==> src/rtl/uart_pkg.sv <==
`default_nettype none
// +----------------------------------------------------------------------+
// | Package : uart_pkg                                                   |
// | Purpose : Shared types and constants for the FIFO-fed UART 8N1       |
// |           transmitter (state encoding, line levels, frame length).   |
// | Rev     : 1.0  initial release                                       |
// +----------------------------------------------------------------------+
package uart_pkg;

  typedef enum logic [1:0] {
    IDLE  = 2'd0,
    START = 2'd1,
    DATA  = 2'd2,
    STOP  = 2'd3
  } uart_state_t;

  localparam logic START_BIT  = 1'b0;
  localparam logic STOP_BIT   = 1'b1;
  // start + 8 data + stop
  localparam int   FRAME_BITS = 10;

endpackage : uart_pkg
`default_nettype wire

==> src/rtl/uart_baud_cnt.sv <==
`default_nettype none
// +----------------------------------------------------------------------+
// | Module  : uart_baud_cnt                                              |
// | Purpose : Bit-period counter. Counts 0..CLKS_PER_BIT-1 while enabled |
// |           and flags the last cycle of every bit period.              |
// | Ports   : clk      - system clock                                    |
// |           reset    - synchronous active-high reset                   |
// |           en       - count enable (a frame is in progress)           |
// |           clear    - restart the bit period at zero                  |
// |           bit_tick - high in the last cycle of each bit              |
// | Rev     : 1.0  initial release                                       |
// +----------------------------------------------------------------------+
module uart_baud_cnt #(
  parameter int CLKS_PER_BIT = 10417
) (
  input  logic clk,
  input  logic reset,
  input  logic en,
  input  logic clear,
  output logic bit_tick
);

  localparam int CW = (CLKS_PER_BIT > 1) ? $clog2(CLKS_PER_BIT) : 1;
  localparam logic [CW-1:0] c_LAST = CW'(CLKS_PER_BIT - 1);

  logic [CW-1:0] r_cnt;
  logic          w_last;

  assign w_last   = (r_cnt == c_LAST);
  // The tick does not depend on clear, so the pop logic that drives clear
  // from this tick forms no combinational loop.
  assign bit_tick = en && w_last;

  always_ff @(posedge clk) begin
    if (reset || clear || !en) begin
      r_cnt <= '0;
    end else if (w_last) begin
      r_cnt <= '0;
    end else begin
      r_cnt <= r_cnt + CW'(1);
    end
  end

endmodule : uart_baud_cnt
`default_nettype wire

==> src/rtl/fifo_uart_tx.sv <==
`default_nettype none
// +----------------------------------------------------------------------+
// | Module  : fifo_uart_tx                                               |
// | Purpose : Drains a first-word-fall-through FIFO and serialises each  |
// |           byte as a UART 8N1 frame. Frames run back-to-back while    |
// |           data remains; the line idles high once the FIFO is empty.  |
// | Ports   : clk     - system clock, rising edge                        |
// |           reset   - synchronous active-high reset                    |
// |           empty   - FIFO empty flag                                  |
// |           rdata   - FIFO head word (valid while empty=0)             |
// |           rd_en   - FIFO pop strobe, one cycle per byte              |
// |           tx      - serial line, idle high                           |
// |           tx_busy - high from start bit through stop bit             |
// |           tx_done - pulse in the final cycle of each stop bit        |
// | Rev     : 1.0  initial release                                       |
// +----------------------------------------------------------------------+
module fifo_uart_tx
  import uart_pkg::*;
#(
  parameter int DATA_WIDTH   = 8,
  parameter int CLKS_PER_BIT = 10417
) (
  input  logic                  clk,
  input  logic                  reset,
  input  logic                  empty,
  input  logic [DATA_WIDTH-1:0] rdata,
  output logic                  rd_en,
  output logic                  tx,
  output logic                  tx_busy,
  output logic                  tx_done
);

  localparam int BIT_W = (DATA_WIDTH > 1) ? $clog2(DATA_WIDTH) : 1;
  localparam logic [BIT_W-1:0] c_LAST_BIT = BIT_W'(DATA_WIDTH - 1);

  uart_state_t           r_state,   w_state_nxt;
  logic [DATA_WIDTH-1:0] r_shift,   w_shift_nxt;
  logic [BIT_W-1:0]      r_bit_idx, w_bit_idx_nxt;
  logic                  r_tx,      w_tx_nxt;
  logic                  r_busy,    w_busy_nxt;
  logic                  w_bit_tick;
  logic                  w_baud_en;
  logic                  w_stop_end;
  logic                  w_pop;

  assign w_baud_en = (r_state != IDLE);

  uart_baud_cnt #(
    .CLKS_PER_BIT (CLKS_PER_BIT)
  ) u_baud (
    .clk      (clk),
    .reset    (reset),
    .en       (w_baud_en),
    .clear    (w_pop),
    .bit_tick (w_bit_tick)
  );

  // Pops happen only from IDLE or at the very end of a stop bit; the reset
  // term keeps the FIFO untouched while reset is held.
  assign w_stop_end = (r_state == STOP) && w_bit_tick;
  assign w_pop      = !reset && !empty && ((r_state == IDLE) || w_stop_end);

  assign rd_en   = w_pop;
  assign tx_done = !reset && w_stop_end;
  assign tx      = r_tx;
  assign tx_busy = r_busy;

  always_ff @(posedge clk) begin
    if (reset) begin
      r_state   <= IDLE;
      r_shift   <= '0;
      r_bit_idx <= '0;
      r_tx      <= STOP_BIT;
      r_busy    <= 1'b0;
    end else begin
      r_state   <= w_state_nxt;
      r_shift   <= w_shift_nxt;
      r_bit_idx <= w_bit_idx_nxt;
      r_tx      <= w_tx_nxt;
      r_busy    <= w_busy_nxt;
    end
  end

  // tx is registered, so each branch loads the level of the bit that
  // begins at the coming edge.
  always_comb begin
    w_state_nxt   = r_state;
    w_shift_nxt   = r_shift;
    w_bit_idx_nxt = r_bit_idx;
    w_tx_nxt      = r_tx;
    w_busy_nxt    = r_busy;

    case (r_state)
      IDLE: begin
        if (w_pop) begin
          w_state_nxt = START;
          w_shift_nxt = rdata;
          w_tx_nxt    = START_BIT;
          w_busy_nxt  = 1'b1;
        end
      end

      START: begin
        if (w_bit_tick) begin
          w_state_nxt   = DATA;
          w_bit_idx_nxt = '0;
          w_tx_nxt      = r_shift[0];
        end
      end

      DATA: begin
        if (w_bit_tick) begin
          w_shift_nxt = r_shift >> 1;
          if (r_bit_idx == c_LAST_BIT) begin
            w_state_nxt   = STOP;
            w_bit_idx_nxt = '0;
            w_tx_nxt      = STOP_BIT;
          end else begin
            w_bit_idx_nxt = r_bit_idx + BIT_W'(1);
            w_tx_nxt      = r_shift[1];
          end
        end
      end

      STOP: begin
        if (w_bit_tick) begin
          if (w_pop) begin
            // Next byte follows with no idle gap.
            w_state_nxt = START;
            w_shift_nxt = rdata;
            w_tx_nxt    = START_BIT;
          end else begin
            w_state_nxt = IDLE;
            w_tx_nxt    = STOP_BIT;
            w_busy_nxt  = 1'b0;
          end
        end
      end

      default: begin
        w_state_nxt = IDLE;
      end
    endcase
  end

endmodule : fifo_uart_tx
`default_nettype wire

==> config.mk <==
export PLATFORM = sky130hd
export DESIGN_NAME = fifo_uart_tx
export DESIGN_NICKNAME = d
export VERILOG_FILES = /design/src/rtl/uart_pkg.sv /design/src/rtl/uart_baud_cnt.sv /design/src/rtl/fifo_uart_tx.sv
export SDC_FILE = /design/constraint.sdc
export NUM_CORES = 1
export LEC_CHECK = 0
export BUFFER_PORTS_ARGS = -buffer_cell sky130_fd_sc_hd__buf_2
export CAP_MARGIN = 15
export CORE_MARGIN = 1
export CORE_UTILIZATION = 35
export DETAILED_ROUTE_END_ITERATION = 6
export GPL_TIMING_DRIVEN = 0
export PLACE_DENSITY = 0.54
export SLEW_MARGIN = 5
export SYNTH_ARGS = -nofsm -noshare
export SYNTH_HDL_FRONTEND = slang
export SYNTH_SLANG_ARGS = --single-unit
==> constraint.sdc <==
create_clock -name clk -period 6.35 [get_ports clk]
set_input_delay 0 -clock clk [delete_from_list [all_inputs] [get_ports clk]]
set_output_delay 0 -clock clk [all_outputs]
set_load 0.01 [all_outputs]
* Word level (Yosys, flattened, before mapping)
Cells that the tools add are included.
** Storage, ports and cells
- Bits in latches :: 0
- Input port bits :: 11
- Word-level logic and storage cells :: 67
- Register bits :: 29
- Memory bits (read-only) :: 0
- Bits in writable memories :: 0
- Memories :: 0
- Output and inout bits :: 4
** Cells by class
- Magnitude comparators :: 0
- Add/subtract/negate cells :: 2
- Div/mod/pow operators :: 0
- Multipliers :: 0
- Bitwise logic cells :: 0
- Reductions and logical operators :: 22
- Shift-type cells :: 0
- Eq/ne operators :: 11
- Mux-type cells :: 26
** Operators with widths (count)
- 2-to-1 mux 8 bit :: 3
- case mux 8 bit (3 select lines) :: 1
- adder 14 x 1 -> 14 bit (second input constant) :: 1
- equality test 14 bit (second input constant) :: 1
- 2-to-1 mux 1 bit :: 10
- 2-to-1 mux 2 bit :: 5
- != test 2 bit (second input constant) :: 5
- 2-to-1 mux 3 bit :: 3
- case mux 2 bit (4 select lines) :: 1
- AND reduction 4 bit :: 2
- case mux 3 bit (2 select lines) :: 1
- AND reduction 3 bit :: 2
- nonzero test 2 bit :: 3
- logical AND 1 bit :: 5
- AND reduction 5 bit :: 1
- equality test 2 bit (second input constant) :: 2
- case mux 1 bit (4 select lines) :: 1
- adder 3 x 1 -> 3 bit (second input constant) :: 1
- equality test 3 bit (second input constant) :: 1
- logical NOT 1 bit :: 3
- logical OR 1 bit :: 3
- nonzero test 3 bit :: 1
- equality test 2 x 1 -> 1 bit (second input constant) :: 1
- logical NOT 2 bit :: 1
- 3 further kinds :: 3

* Logic depth before layout (Yosys ltp)
- Word-level depth :: 8
- Depth in mapped cells :: 9
- Mapped depth without buffers :: 7

* Cells and area by module
From an unflattened synthesis, not the netlist that was laid out.
** Second synthesis, totals
- Cells, all modules :: 172
- Area, all modules :: 1619.1 µm²
** Modules (own cells, without submodules)
- fifo_uart_tx :: area each 932.1 µm², times used 1, cells an instance 97, seq. area each 300.3 µm²
- uart_baud_cnt :: area each 686.9 µm², times used 1, cells an instance 75, seq. area each 280.3 µm²

* Worst setup path after synthesis
No wires, ideal clock.
- Path kind :: register to register
- Start :: register r_state[0]
- End :: register r_shift[7]
- Setup time :: 0.116 ns
- Setup slack :: 3.851 ns
- Clock period less this slack :: 2.499 ns
- Arrival time :: 2.383 ns
- Path buffers :: 2
- Cell stages (with the launch flop) :: 10
- Cells stage by stage :: dfxtp_1 > inv_1 > ha_1 > or4b_2 > nor4_2 > o21ba_2 > clkbuf_4 > clkbuf_8 > nand2_1 > a31o_2
** Between the ends
- Word-level cells in the longest chain between the ends :: 8
- Elaborated cells between the ends (all ways) :: 15
- Classes of those cells :: eq/ne (4); mux (3); reduce/logical (8)
** RTL lines
- from (decl) :: RTL line fifo_uart_tx.sv:36 : uart_state_t r_state, w_state_nxt;
- from (signal assigned) :: RTL line fifo_uart_tx.sv:76 : r_state <= w_state_nxt;
- nonzero test 2 bit :: RTL line fifo_uart_tx.sv:46 : assign w_baud_en = (r_state != IDLE);
- logical AND 1 bit :: RTL line uart_baud_cnt.sv:32 : assign bit_tick = en && w_last;
- logical AND 1 bit :: RTL line fifo_uart_tx.sv:60 : assign w_stop_end = (r_state == STOP) && w_bit_tick;
- logical OR 1 bit :: RTL line fifo_uart_tx.sv:61 : assign w_pop = !reset && !empty && ((r_state == IDLE) || w_stop_end);
- logical AND 1 bit :: RTL line fifo_uart_tx.sv:61
- 2-to-1 mux 8 bit (2 in series)
- case mux 8 bit (3 select lines) :: RTL line fifo_uart_tx.sv:93 : case (r_state)
- to (signal assigned) :: RTL line fifo_uart_tx.sv:77 : r_shift <= w_shift_nxt;
- to (decl) :: RTL line fifo_uart_tx.sv:37 : logic [DATA_WIDTH-1:0] r_shift, w_shift_nxt;
Parallel ways exist; a longest one is shown, timed or not. The select of a mux whose other input is x is not followed.
A chain may end at the register's enable or synchronous reset.

* Final worst setup path
- Start :: register r_state[0]
- End :: register r_shift[6]
Same word-level chain as after synthesis.

==> run summary <==
CTS tree -> yes
Critical Path RT -> 6530 ps
PwrDens -> 354 nW/um2
Distinct cells, synth -> 41
Worst reg2reg setup slack -> 3520 ps
Die width -> 69.2 um
Via count -> 1302
Place WS -> 3550 ps
RSZ-0062 raised after global routing -> false
Vias in the first global route -> 1272
Top-count cell post-synth -> dfxtp_1
Setup ws final -> 3520 ps
Worst Tran Pin Value -> 644 ps
Final wirelength -> 3240 um
FILL cells -> 430
Area grow syn2layout -> 13.7%
FF+latch count, synth -> 29
# hold bufs at CTS -> 0
I/O Buffers -> 13
# Post-CTS Setup Buffers -> 0
Initial core utilization -> 0.363
GRT Total Usage -> 0.150
Vias per cell -> 5.27
Final worst-path cycle share -> 0.446
Die area -> 4790 um2
Worst path cell trace -> inv_1, ha_1, or4b_2, nor4_2, o21ba_2, clkbuf_4, clkbuf_8, a21oi_1, a311oi_2
Max FO, Critical Path -> 10
Setup Skew -> 6.34 ps
DRC -> 0
Main synth FF type -> dfxtp_1
Pleak -> 0.635 nW
Synth async-reset ratio -> 0
Clock sinks -> 29
First-pass detailed-route iteration total -> 5
Post-synthesis xor/xnor area fraction -> 0.0665
Dpl cell area -> 1710 um2
Starting DRT DRC Count -> 50
Largest family of logic cells by synthesized area -> simple AND/OR/NAND/NOR gates
Mapped Cells -> 175
CP Launch Type -> register
Post-Layout Cell Count -> 247
Largest net degree at the start of global routing -> 11
MaxCap Viol Count -> 0
Slew headroom -> 0.570
Design area -> 1800 um2
Post-DP HPWL -> 2470 um
Hold Slack -> 70.4 ps
Wire length per cell -> 13.1 um
Cell taking the most area after synthesis -> dfxtp_1
Std-Cell Rows -> 24
Synth top area cells -> dfxtp_1, ha_1, nor2_1, mux2i_1, a21oi_1
Num CTS Buffers -> 5
Max clock buf depth -> 2
Clk root buf -> clkbuf_8
Adder-cell share of the synthesized area -> 0.0791
Inst Count DP -> 240
Max Fclk -> 353 MHz
Reg clk slew, reported paths -> 60 ps
Sequential area share after synthesis -> 0.367
Worst-skew pair later-pin latency -> 280 ps
Fin Setup TNS -> 0 ps
Yosys warns -> 0
Status -> complete, no violations
Die Height -> 69.2 um
Tot Pwr -> 0.637 mW
H-Tree Depth -> 2
Met3 WL -> 99 um
Gpl congestion -> 0.807
Compound-cell area share of the yosys netlist -> 0.167
Worst min path class -> input pin to register
Endpoints failing hold -> 0
Max Slew Vio Count -> 0
Endpoints failing setup -> 0
Worst path bufs/invs -> 3
Fin nets -> 216
Synth top area share -> 0.367
DR WL met2 -> 1530 um
Routed Antenna Nets -> 0
Worst path max stage delay -> 670 ps
Kind of critical path -> register to register
Placeable Area -> 4350 um2
Final core utilization -> 0.413
Initial antenna violation count -> 0
CP max stage cell -> or4b_2
Ports -> 15
Post-synth top cells -> dfxtp_1, nor2_1, a21oi_1
Average cell area after synthesis -> 9.04 um2
Metal1 wirelength -> 1570 um
Post-Synth Simple-Gate Area -> 0.215
First-pass GRT wire length -> 5800 um
Ant diodes -> 0
Mux cell area share after synthesis -> 0.0506
Post-route minimum period -> 2830 ps
Highest routed metal layer -> met4
Post-synth EDFFs -> 0
Net Count, Synth -> 196
Layout cells sized above 1 -> 0.185
Mapped cell area -> 1580 um2
Top delay family on crit path -> simple AND/OR/NAND/NOR gates
Max IR drop VDD -> 0.0992 mV
Worst Path Arrival -> 3010 ps
CTS resizes -> 0
Total gr overflow -> 0
Crit. End Element -> register
power breakdown:
part           internal, mW  switching (mW)  leakage [nW]
combinational         0.109           0.138         0.355
sequential            0.215          0.0233         0.236
clock                0.0858          0.0668        0.0443
total                 0.410           0.228         0.635
worst paths after layout:
| check | endpoint | from | cells past startpoint |
|---|---|---|---|
| setup / recovery | r_shift[6]$_SDFFE_PP0P_ | r_state[0]$_SDFFE_PP0P_ | 9 |
| hold / removal | tx_busy$_SDFFE_PP0P_ | empty | 4 |
| setup reg to reg | r_shift[6]$_SDFFE_PP0P_ | r_state[0]$_SDFFE_PP0P_ | 9 |
| hold reg to reg | r_bit_idx[1]$_SDFFE_PP0P_ | r_bit_idx[1]$_SDFFE_PP0P_ | 2 |
flip-flops by register name, summed over array words and instances, names as in the netlist:
register      flops
r_shift           8
tx                1
r_state           2
r_bit_idx         3
tx_busy           1
u_baud.r_cnt     14
placed cells by master (no fill, tap or decap), drive strengths merged, types with 2 or more instances in the layout:
cell    Yosys  routed
mux2i       8       8
or4b        4       4
dfxtp      29      29
a311oi      8       8
nand3       6       6
xor2        5       5
ha         10      10
a21oi      13      13
o21bai      2       2
o21a        2       2
o31ai       2       2
xnor2       7       7
or2         2       2
nor2       28      28
nand4       2       2
buf         2      15
nand2      10      10
inv        10      10
clkbuf      5      12
nand4b      2       2
nand2b      2       2
nor3        3       3
layout make-up:
| cell class | count | area, um2 | share of cell area |
|---|---|---|---|
| timing repair buffer | 13 | 65.1 | 0.0362 |
| inverter | 10 | 37.5 | 0.0209 |
| clock buffer | 7 | 86.3 | 0.0480 |
| multi-input combinational | 129 | 915 | 0.509 |
| sequential | 29 | 581 | 0.323 |
| tap | 52 | 65.1 | 0.0362 |
| buffer | 7 | 48.8 | 0.0271 |
kinds of logic (layout without fill, tap and decap cells):
| kind of cell | Yosys count | count (layout) |
|---|---|---|
| adders and majority gates | 10 | 10 |
| AOI/OAI and AO/OA | 34 | 34 |
| DFF | 29 | 29 |
| muxes | 8 | 8 |
| and+or+nand+nor | 65 | 65 |
| xor gates and xnor gates | 12 | 12 |
| buffers and inverters | 17 | 37 |
worst min-delay path: stages:
cell	delay (ps)
buf_2	100
nor2_1	50
a21oi_1	110
nor2_1	40
per-layer routing:
| layer | track usage | vias to the layer above |
|---|---|---|
| li1 | - | 659 |
| met1 | 0.190 | 616 |
| met2 | 0.243 | 21 |
| met3 | 0.0451 | 6 |
| met4 | 0.0499 | 0 |
| met5 | 0 | - |
Power figures use the tool's default switching activity.
